`config.mk`:
```
export PLATFORM = sky130hd
export DESIGN_NAME = parking_gate_sequencer_flat
export DESIGN_NICKNAME = d
export VERILOG_FILES = /design/src/rtl/parking_pkg.sv /design/src/rtl/parking_gate_sequencer_if.sv /design/src/rtl/gate_timer.sv /design/src/rtl/parking_gate_sequencer.sv /design/src/flat_wrapper.sv
export SDC_FILE = /design/constraint.sdc
export NUM_CORES = 1
export LEC_CHECK = 0
export BUFFER_PORTS_ARGS = -buffer_cell sky130_fd_sc_hd__buf_2
export CORE_MARGIN = 2
export CORE_UTILIZATION = 55
export DETAILED_ROUTE_END_ITERATION = 10
export PLACE_DENSITY = 0.86
export REMOVE_ABC_BUFFERS = 1
export SETUP_SLACK_MARGIN = 0.3
export SYNTH_ARGS = -nofsm -noshare
export SYNTH_HDL_FRONTEND = slang
export SYNTH_SLANG_ARGS = --single-unit
export TNS_END_PERCENT = 20
```
`constraint.sdc`:
```
create_clock -name clk -period 4.2 [get_ports clk]
set_clock_uncertainty 0.05 [all_clocks]
set_input_delay 0 -clock clk [delete_from_list [all_inputs] [get_ports clk]]
set_output_delay 0 -clock clk [all_outputs]
set_load 0.02 [all_outputs]
```
`src/rtl/parking_pkg.sv`:
```
// rtl/parking_pkg.sv - shared motor codes, FSM states and gate selects for the gate sequencer
package parking_pkg;

  // Motor drive encoding; 2'b11 is never produced
  localparam logic [1:0] MOT_STOP  = 2'b00;
  localparam logic [1:0] MOT_OPEN  = 2'b01;
  localparam logic [1:0] MOT_CLOSE = 2'b10;

  // Sequencer phases
  typedef enum logic [1:0] {
    IDLE  = 2'd0,
    OPEN  = 2'd1,
    HOLD  = 2'd2,
    CLOSE = 2'd3
  } state_e;

  // Gate select values carried in sel_exit / last_grant
  localparam logic GATE_ENTRY = 1'b0;
  localparam logic GATE_EXIT  = 1'b1;

endpackage

```
`src/rtl/parking_gate_sequencer_if.sv`:
```
// rtl/parking_gate_sequencer_if.sv - sensor inputs and motor/status outputs of the gate sequencer
interface parking_gate_sequencer_if #(
  parameter int CNT_W = 3
);

  logic             entry_req;
  logic             entry_pass;
  logic             exit_pass;
  logic             exit_req;
  logic             pass_ok;
  logic [1:0]       entry_motor;
  logic [1:0]       exit_motor;
  logic [CNT_W-1:0] count;
  logic             full;
  logic             busy;
  logic             sel_exit;

  // Environment side: drives sensors, observes motors and status
  modport master (
    output entry_req, entry_pass, exit_pass, exit_req, pass_ok,
    input  entry_motor, exit_motor, count, full, busy, sel_exit
  );

  // Sequencer side
  modport slave (
    input  entry_req, entry_pass, exit_pass, exit_req, pass_ok,
    output entry_motor, exit_motor, count, full, busy, sel_exit
  );

endinterface

```
`src/rtl/gate_timer.sv`:
```
// rtl/gate_timer.sv - loadable down-counter timing motor strokes and the hold window
module gate_timer #(
  parameter int TMR_W = 10
) (
  input  logic             clk,
  input  logic             rst_n,
  input  logic             load_i,
  input  logic [TMR_W-1:0] load_val_i,
  output logic             done_o
);

  logic [TMR_W-1:0] cnt_q, cnt_d;

  // Load wins; otherwise count down and rest at zero
  always_comb begin
    cnt_d = cnt_q;
    if (load_i) begin
      cnt_d = load_val_i;
    end else if (cnt_q != '0) begin
      cnt_d = cnt_q - 1'b1;
    end
  end

  // Counter register
  always_ff @(posedge clk or negedge rst_n) begin
    if (!rst_n) begin
      cnt_q <= '0;
    end else begin
      cnt_q <= cnt_d;
    end
  end

  assign done_o = (cnt_q == '0);

endmodule

```
`src/rtl/parking_gate_sequencer.sv`:
```
// rtl/parking_gate_sequencer.sv - arbitrates entry/exit gates, sequences one motor at a time, tracks occupancy
module parking_gate_sequencer
  import parking_pkg::*;
#(
  parameter int MAX_CARS     = 7,
  parameter int CNT_W        = 3,
  parameter int MOVE_CYCLES  = 50,
  parameter int HOLD_TIMEOUT = 500,
  parameter int TMR_W        = 10
) (
  input logic                     clk,
  input logic                     rst_n,
  parking_gate_sequencer_if.slave bus
);

  localparam logic [CNT_W-1:0] MAX_CNT = CNT_W'(MAX_CARS);
  localparam logic [TMR_W-1:0] MOVE_LD = TMR_W'(MOVE_CYCLES - 1);
  localparam logic [TMR_W-1:0] HOLD_LD = TMR_W'(HOLD_TIMEOUT - 1);

  state_e           state_q, state_d;
  logic             sel_q, sel_d;
  logic             last_q, last_d;
  logic             passed_q, passed_d;
  logic [CNT_W-1:0] count_q, count_d;
  logic             full_q, full_d;

  logic             tmr_load;
  logic [TMR_W-1:0] tmr_val;
  logic             tmr_done;

  logic             entry_elig;
  logic             exit_elig;
  logic             sens;
  logic [1:0]       drive;
  logic [1:0]       entry_mot;
  logic [1:0]       exit_mot;

  gate_timer #(
    .TMR_W(TMR_W)
  ) u_timer (
    .clk       (clk),
    .rst_n     (rst_n),
    .load_i    (tmr_load),
    .load_val_i(tmr_val),
    .done_o    (tmr_done)
  );

  assign entry_elig = bus.entry_req & bus.pass_ok & ~full_q;
  assign exit_elig  = bus.exit_req & (count_q != '0);
  // Throat sensor of whichever gate currently owns the motor budget
  assign sens       = (sel_q == GATE_EXIT) ? bus.exit_pass : bus.entry_pass;

  // Next-state: arbitration in IDLE, then open/hold/close with obstruction reopen
  always_comb begin
    state_d  = state_q;
    sel_d    = sel_q;
    last_d   = last_q;
    passed_d = passed_q;
    count_d  = count_q;
    tmr_load = 1'b0;
    tmr_val  = '0;
    case (state_q)
      IDLE: begin
        if (entry_elig || exit_elig) begin
          if (entry_elig && exit_elig) begin
            sel_d = ~last_q;
          end else begin
            sel_d = exit_elig ? GATE_EXIT : GATE_ENTRY;
          end
          state_d  = OPEN;
          tmr_load = 1'b1;
          tmr_val  = MOVE_LD;
        end
      end
      OPEN: begin
        if (tmr_done) begin
          state_d  = HOLD;
          tmr_load = 1'b1;
          tmr_val  = HOLD_LD;
        end
      end
      HOLD: begin
        passed_d = passed_q | sens;
        if ((passed_q && !sens) || tmr_done) begin
          state_d  = CLOSE;
          tmr_load = 1'b1;
          tmr_val  = MOVE_LD;
          // The car is accounted for here, so a later reopen cannot count it twice
          passed_d = 1'b0;
          if (passed_q || sens) begin
            if (sel_q == GATE_EXIT) begin
              if (count_q != '0) count_d = count_q - 1'b1;
            end else begin
              if (count_q < MAX_CNT) count_d = count_q + 1'b1;
            end
          end
        end
      end
      CLOSE: begin
        if (sens) begin
          state_d  = OPEN;
          tmr_load = 1'b1;
          tmr_val  = MOVE_LD;
        end else if (tmr_done) begin
          state_d  = IDLE;
          last_d   = sel_q;
          passed_d = 1'b0;
        end
      end
      default: state_d = IDLE;
    endcase
  end

  assign full_d = (count_d == MAX_CNT);

  // State, grant and occupancy registers
  always_ff @(posedge clk or negedge rst_n) begin
    if (!rst_n) begin
      state_q  <= IDLE;
      sel_q    <= GATE_ENTRY;
      last_q   <= GATE_EXIT;
      passed_q <= 1'b0;
      count_q  <= '0;
      full_q   <= 1'b0;
    end else begin
      state_q  <= state_d;
      sel_q    <= sel_d;
      last_q   <= last_d;
      passed_q <= passed_d;
      count_q  <= count_d;
      full_q   <= full_d;
    end
  end

  // Motor decode from registered state; the non-granted gate always sees STOP
  always_comb begin
    entry_mot = MOT_STOP;
    exit_mot  = MOT_STOP;
    case (state_q)
      OPEN:    drive = MOT_OPEN;
      CLOSE:   drive = MOT_CLOSE;
      default: drive = MOT_STOP;
    endcase
    if (sel_q == GATE_EXIT) begin
      exit_mot = drive;
    end else begin
      entry_mot = drive;
    end
  end

  assign bus.entry_motor = entry_mot;
  assign bus.exit_motor  = exit_mot;
  assign bus.count       = count_q;
  assign bus.full        = full_q;
  assign bus.busy        = (state_q != IDLE);
  assign bus.sel_exit    = sel_q;

endmodule

```
`src/flat_wrapper.sv`:
```
// flat-port wrapper written by rule: the top's interface ports become plain ports
module parking_gate_sequencer_flat import parking_pkg::*;
#(
  parameter int MAX_CARS     = 7,
  parameter int CNT_W        = 3,
  parameter int MOVE_CYCLES  = 50,
  parameter int HOLD_TIMEOUT = 500,
  parameter int TMR_W        = 10
)
  (clk, rst_n, bus_entry_req, bus_entry_pass, bus_exit_pass, bus_exit_req, bus_pass_ok, bus_entry_motor, bus_exit_motor, bus_count, bus_full, bus_busy, bus_sel_exit);
  parking_gate_sequencer_if #(.CNT_W(CNT_W)) bus_i ();
  input logic clk;
  input logic rst_n;
  input wire logic [$bits(bus_i.entry_req)-1:0] bus_entry_req;
  input wire logic [$bits(bus_i.entry_pass)-1:0] bus_entry_pass;
  input wire logic [$bits(bus_i.exit_pass)-1:0] bus_exit_pass;
  input wire logic [$bits(bus_i.exit_req)-1:0] bus_exit_req;
  input wire logic [$bits(bus_i.pass_ok)-1:0] bus_pass_ok;
  output wire logic [$bits(bus_i.entry_motor)-1:0] bus_entry_motor;
  output wire logic [$bits(bus_i.exit_motor)-1:0] bus_exit_motor;
  output wire logic [$bits(bus_i.count)-1:0] bus_count;
  output wire logic [$bits(bus_i.full)-1:0] bus_full;
  output wire logic [$bits(bus_i.busy)-1:0] bus_busy;
  output wire logic [$bits(bus_i.sel_exit)-1:0] bus_sel_exit;
  assign bus_i.entry_req = bus_entry_req;
  assign bus_i.entry_pass = bus_entry_pass;
  assign bus_i.exit_pass = bus_exit_pass;
  assign bus_i.exit_req = bus_exit_req;
  assign bus_i.pass_ok = bus_pass_ok;
  assign bus_entry_motor = bus_i.entry_motor;
  assign bus_exit_motor = bus_i.exit_motor;
  assign bus_count = bus_i.count;
  assign bus_full = bus_i.full;
  assign bus_busy = bus_i.busy;
  assign bus_sel_exit = bus_i.sel_exit;
  parking_gate_sequencer #(.MAX_CARS(MAX_CARS), .CNT_W(CNT_W), .MOVE_CYCLES(MOVE_CYCLES), .HOLD_TIMEOUT(HOLD_TIMEOUT), .TMR_W(TMR_W)) u_core (.clk(clk), .rst_n(rst_n), .bus(bus_i));
endmodule
```
== Yosys cells after proc, flatten, opt, wreduce, memory -nomap -nowiden ==
Cells that the tools add are included.

* Add/subtract/negate cells: 3
* Multiply operators: 0
* Divide/modulo/power cells: 0
* $lt $le $gt $ge: 1
* Eq/ne operators: 10
* Shift operators: 0
* Muxes and demuxes: 34
* Bitwise logic cells: 7
* Reduce and logical (&&, ||, !) cells: 17

{| class="wikitable"
|+ Operators with widths
! cell !! count
|-
| case mux 10 bit (4 select lines) || 1
|-
| two-way mux 10 bit || 2
|-
| two-way mux 3 bit || 6
|-
| two-way mux 6 bit || 3
|-
| two-way mux 2 bit || 7
|-
| zero test 10 bit || 1
|-
| two-way mux 1 bit || 10
|-
| nonzero test 10 bit || 1
|-
| subtractor 10 x 1 -> 10 bit, second input constant || 1
|-
| two-way mux 9 bit || 1
|-
| inequality test 2 x 1 -> 1 bit, second input constant || 4
|-
| case mux 2 bit (4 select lines) || 1
|-
| AND reduction 3 bit || 2
|-
| nonzero test 2 bit || 3
|-
| equality test 2 bit, second input constant || 2
|-
| case mux 1 bit (4 select lines) || 1
|-
| case mux 2 bit (2 select lines) || 1
|-
| AND reduction 4 bit || 1
|-
| adder 3 x 1 -> 3 bit, second input constant || 1
|-
| bitwise AND 1 bit || 3
|-
| equality test 3 bit, second input constant || 1
|-
| logical OR 1 bit || 3
|-
| less-than comparator 3 bit, second input constant || 1
|-
| inequality test 3 x 1 -> 1 bit, second input constant || 1
|-
| other kinds (11) || 14
|}

* Register bits: 19
* Bits in latches: 0
* Memory bits (writable): 0
* Bits in read-only memories: 0
* Input port bits: 7
* Output and inout bits: 10
* Word-level logic and storage cells: 79
* Memories kept: 0

== Depth between registers and ports, before layout ==
* Word-level depth: 7
* Depth in mapped cells: 8
* Depth with buffers taken out: 8

== Cells and area by module ==
From an unflattened synthesis, not the netlist that was laid out.

* Cells, all modules: 155
* Area, all modules: 1438.9 sq um

{| class="wikitable"
|+ Modules (own cells, without submodules)
! module !! times used !! cells each !! area each (sq um) !! sequential area each (sq um)
|-
| parking_gate_sequencer || 1 || 92 || 832.0 || 226.5
|-
| gate_timer || 1 || 63 || 606.8 || 250.2
|}

== Worst setup path before layout ==
OpenSTA, ideal clock, no wires.

* Path kind: register to register
* Start point: register u_core.u_timer.cnt_q[0]
* End point: register u_core.full_q, in the netlist u_core.bus.full
* Setup time: 0.135 ns
* Arrival time: 2.143 ns
* Required time: 4.015 ns
* Setup slack: 1.872 ns
* Cell stages (with the launch flop): 9
* Buffers on the path: 1
* Period minus slack after synthesis: 2.328 ns
* Cells stage by stage: dfrtp_1 > inv_1 > ha_1 > or3b_2 > clkbuf_1 > nor4_4 > o211a_1 > mux2_1 > nor4bb_4

* Longest elaborated chain between the ends: 5

{| class="wikitable"
|+ RTL lines
! what !! RTL line !! RTL
|-
| start: declaration || gate_timer.sv:12 || <nowiki>logic [TMR_W-1:0] cnt_q, cnt_d;</nowiki>
|-
| start signal: assignment || gate_timer.sv:29 || <nowiki>cnt_q <= cnt_d;</nowiki>
|-
| zero test 10 bit || gate_timer.sv:33 || <nowiki>assign done_o = (cnt_q == '0);</nowiki>
|-
| logical OR 1 bit || parking_gate_sequencer.sv:84 || <nowiki>if ((passed_q && !sens) || tmr_done) begin</nowiki>
|-
| two-way mux 3 bit || parking_gate_sequencer.sv:84 ||
|-
| two-way mux 3 bit || parking_gate_sequencer.sv:62 || <nowiki>case (state_q)</nowiki>
|-
| net u_core.count_d[0] || parking_gate_sequencer.sv:24 || <nowiki>logic [CNT_W-1:0] count_q, count_d;</nowiki>
|-
| equality test 3 bit || parking_gate_sequencer.sv:114 || <nowiki>assign full_d = (count_d == MAX_CNT);</nowiki>
|-
| net u_core.full_d || parking_gate_sequencer.sv:25 || <nowiki>logic full_q, full_d;</nowiki>
|-
| end signal: assignment || parking_gate_sequencer.sv:131 || <nowiki>full_q <= full_d;</nowiki>
|-
| end: declaration || parking_gate_sequencer.sv:25 ||
|}

The timed path passes the listed nets, and every way through them passes these cells.
A chain may end at the register's enable or synchronous reset.

== Final worst setup path ==
* Start point: register u_core.sel_q, in the netlist u_core.bus.sel_exit
* End point: register u_core.u_timer.cnt_q[6]

* Longest elaborated chain between the ends: 7
* Elaborated cells on any way between the ends: 9
* Classes of those cells: mux (5); reduce/logical (4)

{| class="wikitable"
|+ RTL lines
! what !! RTL line !! RTL
|-
| start: declaration || parking_gate_sequencer.sv:21 || <nowiki>logic sel_q, sel_d;</nowiki>
|-
| start signal: assignment || parking_gate_sequencer.sv:127 || <nowiki>sel_q <= sel_d;</nowiki>
|-
| two-way mux 1 bit (*) || parking_gate_sequencer.sv:51 || <nowiki>assign sens = (sel_q == GATE_EXIT) ? bus.exit_pass : bus.entry_pass;</nowiki>
|-
| zero test 1 bit || parking_gate_sequencer.sv:84 ||
|-
| logical AND 1 bit || parking_gate_sequencer.sv:84 ||
|-
| logical OR 1 bit || parking_gate_sequencer.sv:84 ||
|-
| two-way mux 1 bit || parking_gate_sequencer.sv:84 ||
|-
| case mux 1 bit (4 select lines) (*) || parking_gate_sequencer.sv:62 ||
|-
| two-way mux 10 bit or nonzero test 2 bit (tied branches) || - ||
|}

Every way passes the cells marked *; elsewhere a longest branch is shown, timed or not.

==> results.sh <==
export IMPL_status="finished, final reports clean"
export IMPL_grtUsageTotal=0.218
export IMPL_syn_avg_cell_area_sq_um=9.70
export IMPL_mostFrequentLayoutCell="dfrtp_1"
export IMPL_overflow=0
export IMPL_synthSimpleGateAreaFrac=0.248
export IMPL_n_antenna_cell=0
export IMPL_grt_pass1_vias=987
export IMPL_drc=0
export IMPL_drtIter0Drc=19
export IMPL_required_ns=4.36
export IMPL_clk_path_buf_depth=2
export IMPL_synth_warnings=0
export IMPL_routabilityCongestion=0.854
export IMPL_drive_gt1_frac=0.213
export IMPL_syn2layout_area_growth_pct=10.4
export IMPL_setup_worst_path_end_class="flop"
export IMPL_synth_compound_area_share=0.147
export IMPL_numCtsBuffers=3
export IMPL_pre_cts_slack_ns=1.78
export IMPL_p_per_area_nw_per_um2=210
export IMPL_routed_wl_um=2550
export IMPL_h_tree_depth=1
export IMPL_critical_path_slowest_cell="mux2i_1"
export IMPL_ys_seq_area_frac=0.372
export IMPL_wl_per_cell_um=14.3
export IMPL_p_total_mw=0.296
export IMPL_layout_common_cells="dfrtp_1 (18), buf_2 (16), nor2_1 (13), inv_1 (11), ha_1 (10)"
export IMPL_dpl_hpwl_um=1970
export IMPL_start_util=0.579
export IMPL_ys_ff_latch=19
export IMPL_path_delay_family="compound AO/OA/AOI/OAI gates"
export IMPL_async_reset_ff_frac=1.00
export IMPL_path_class="reg -> reg"
export IMPL_clockRootBuffer="clkbuf_4"
export IMPL_fillers=192
export IMPL_hold_class="in -> reg"
export IMPL_netlist_instances=132
export IMPL_postRouteAntennaNets=0
export IMPL_std_cell_rows=17
export IMPL_critPathMostFrequentCell="o21ai_0"
export IMPL_netlist_area_sq_um=1280
export IMPL_synthAdderAreaFrac=0.0978
export IMPL_cp_max_fo=14
export IMPL_startpoint_type="flop"
export IMPL_fin_crit_ns=2.46
export IMPL_synth_area_top_cells="dfrtp_1 (35%), ha_1 (9.8%), xnor2_1 (4.1%)"
export IMPL_num_io_pins=17
export IMPL_multi_input_area_sq_um=743
export IMPL_num_vias=1021
export IMPL_clkSinkCount=19
export IMPL_cts_resized=0
export IMPL_path_buf_inv=0
export IMPL_clk_insertion_delay_late_ns=0.30
export IMPL_die_area_sq_um=2730
export IMPL_worst_slew_margin_rel=0.514
export IMPL_fin_nets=168
export IMPL_seq_area_sq_um=477
export IMPL_grt_pass1_wl_um=4310
export IMPL_cpPeakStageDelay_ns=0.67
export IMPL_arrival_ns=2.63
export IMPL_crit_chain="mux2i_1, o21ai_0, o31ai_1, nand2_1, o21ai_0"
export IMPL_synth_edf_count=0
export IMPL_synth_cell_types=45
export IMPL_final_setup_worst_slack_ns=1.74
export IMPL_rsz0062_at_grt="no"
export IMPL_antenna_found_initial=0
export IMPL_portBuffers=16
export IMPL_ys_flop_type="dfrtp_1"
export IMPL_hold_violations=0
export IMPL_worstMarginPinSlew_ns=0.708
export IMPL_synth_top_family_by_area="simple AND/OR/NAND/NOR gates"
export IMPL_yosys_area_top_type="dfrtp_1"
export IMPL_chipHeight_um=52.2
export IMPL_leakagePower_nw=0.678
export IMPL_synth_xor_area_frac=0.0547
export IMPL_muxShareOfSynthArea=0.0332
export IMPL_fin_setup_tns_ns=0
export IMPL_path_clk_slew_ns=0.10
export IMPL_core_sq_um=2210
export IMPL_timing_fmax_mhz=406
export IMPL_max_cap_viol_count=0
export IMPL_drtPass1Iterations=4
export IMPL_routed_via_density=5.74
export IMPL_cts_tree="built"
export IMPL_setup_viol=0
export IMPL_fin_crit_sh=0.586
export IMPL_grt_start_max_net_pins=20
export IMPL_ir_worst_vdd_mv=0.189
export IMPL_synth_top_area_frac=0.352
export IMPL_final_max_slew_viol_count=0
export IMPL_die_x_um=52.2
worst min-delay path, delay by kind of cell:
kind / cells / cell delay (ns)
AOI/OAI and AO/OA: 1 / 0.15
and+or+nand+nor: 1 / 0.10
buffers and inverters: 1 / 0.09
cell usage after synthesis (2+ instances only):
library cell and count:
clkbuf_1 2, inv_1 11, dfrtp_1 18, nor4_1 3, or3_1 2, or2_2 2, nand2_1 7, o21ai_0 7
o31ai_1 3, nor2_1 13, and3_1 2, xor2_1 2, and2_1 3, nand3_1 5, or4_1 2, mux2i_1 2
a21oi_1 5, xnor2_1 6, nand2b_1 2, ha_1 10
where the power goes:
group | internal, mW | leakage [nW] | total [mW] | switching, mW
clock network | 0.0370 | 0.0150 | 0.0932 | 0.0563
logic | 0.00600 | 0.431 | 0.0171 | 0.0111
registers | 0.184 | 0.232 | 0.186 | 0.00229
total | 0.227 | 0.678 | 0.296 | 0.0697
repair_timing:
item,CTS,global route
hold buffers,1,0
endpoints found under the hold margin,19,0
setup buffers,0,0
sequential cells by signal, indices dropped and copies added (netlist names):
name,count
u_core.bus.count,3
u_core.bus.full,1
u_core.bus.sel_exit,1
u_core.last_q,1
u_core.passed_q,1
u_core.state_q,2
u_core.u_timer.cnt_q,10
routing by layer:
| metal | up-vias | GRT usage | share of wire |
|---|---|---|---|
| met5 | - | 0 | 0 |
| met4 | 0 | 0.0513 | 0.0098 |
| met3 | 4 | 0.0429 | 0.054 |
| met2 | 29 | 0.369 | 0.48 |
| met1 | 476 | 0.287 | 0.45 |
| li1 | 512 | - | - |
cell families after synthesis:
group / Yosys count
AND/OR/NAND/NOR: 50
adder cells (fa/ha/maj): 10
buffers and inverters: 14
multiplexers: 4
AO/OA/AOI/OAI: 27
flip-flops: 19
XOR/XNOR: 8
through the flow:
step / util / area (sq um) / hold WS (ns) / std cells
5_1_grt: 0.639 / 1410 / 0.0563 / 178
6_report: 0.639 / 1410 / 0.0374 / 178
2_1_floorplan: - / 1260 / -0.346 / 129
3_3_place_gp: 0.622 / 1380 / -0.0857 / 173
4_1_cts: 0.639 / 1410 / 0.0391 / 178
3_5_place_dp: 0.622 / 1380 / -0.0868 / 173
cell type report:
cell class              count  share of cell area
well taps                  28              0.0248
repair buffers             17              0.0638
inverters                  11              0.0292
multi-input cells          99               0.526
clock buffers               4              0.0186
flip-flops and latches     19               0.337
final timing paths:
| path | from | end | slack, ns | depth (start not counted) |
|---|---|---|---|---|
| setup / recovery | u_core.bus.sel_exit$_DFFE_PN0P_ | u_core.u_timer.cnt_q[6]$_DFFE_PN0P_ | 1.74 | 5 |
| hold / removal | bus_pass_ok | u_core.bus.sel_exit$_DFFE_PN0P_ | 0.04 | 3 |
| setup reg to reg | u_core.bus.sel_exit$_DFFE_PN0P_ | u_core.u_timer.cnt_q[6]$_DFFE_PN0P_ | 1.74 | 5 |
| hold reg to reg | u_core.u_timer.cnt_q[5]$_DFFE_PN0P_ | u_core.u_timer.cnt_q[5]$_DFFE_PN0P_ | 0.50 | 2 |
| max in group asynchronous | rst_n | u_core.last_q$_DFFE_PN1P_ | 3.65 | 2 |
| min in group asynchronous | rst_n | u_core.u_timer.cnt_q[7]$_DFFE_PN0P_ | 0.11 | 2 |
Note: power is estimated with default switching activity, not from simulation.
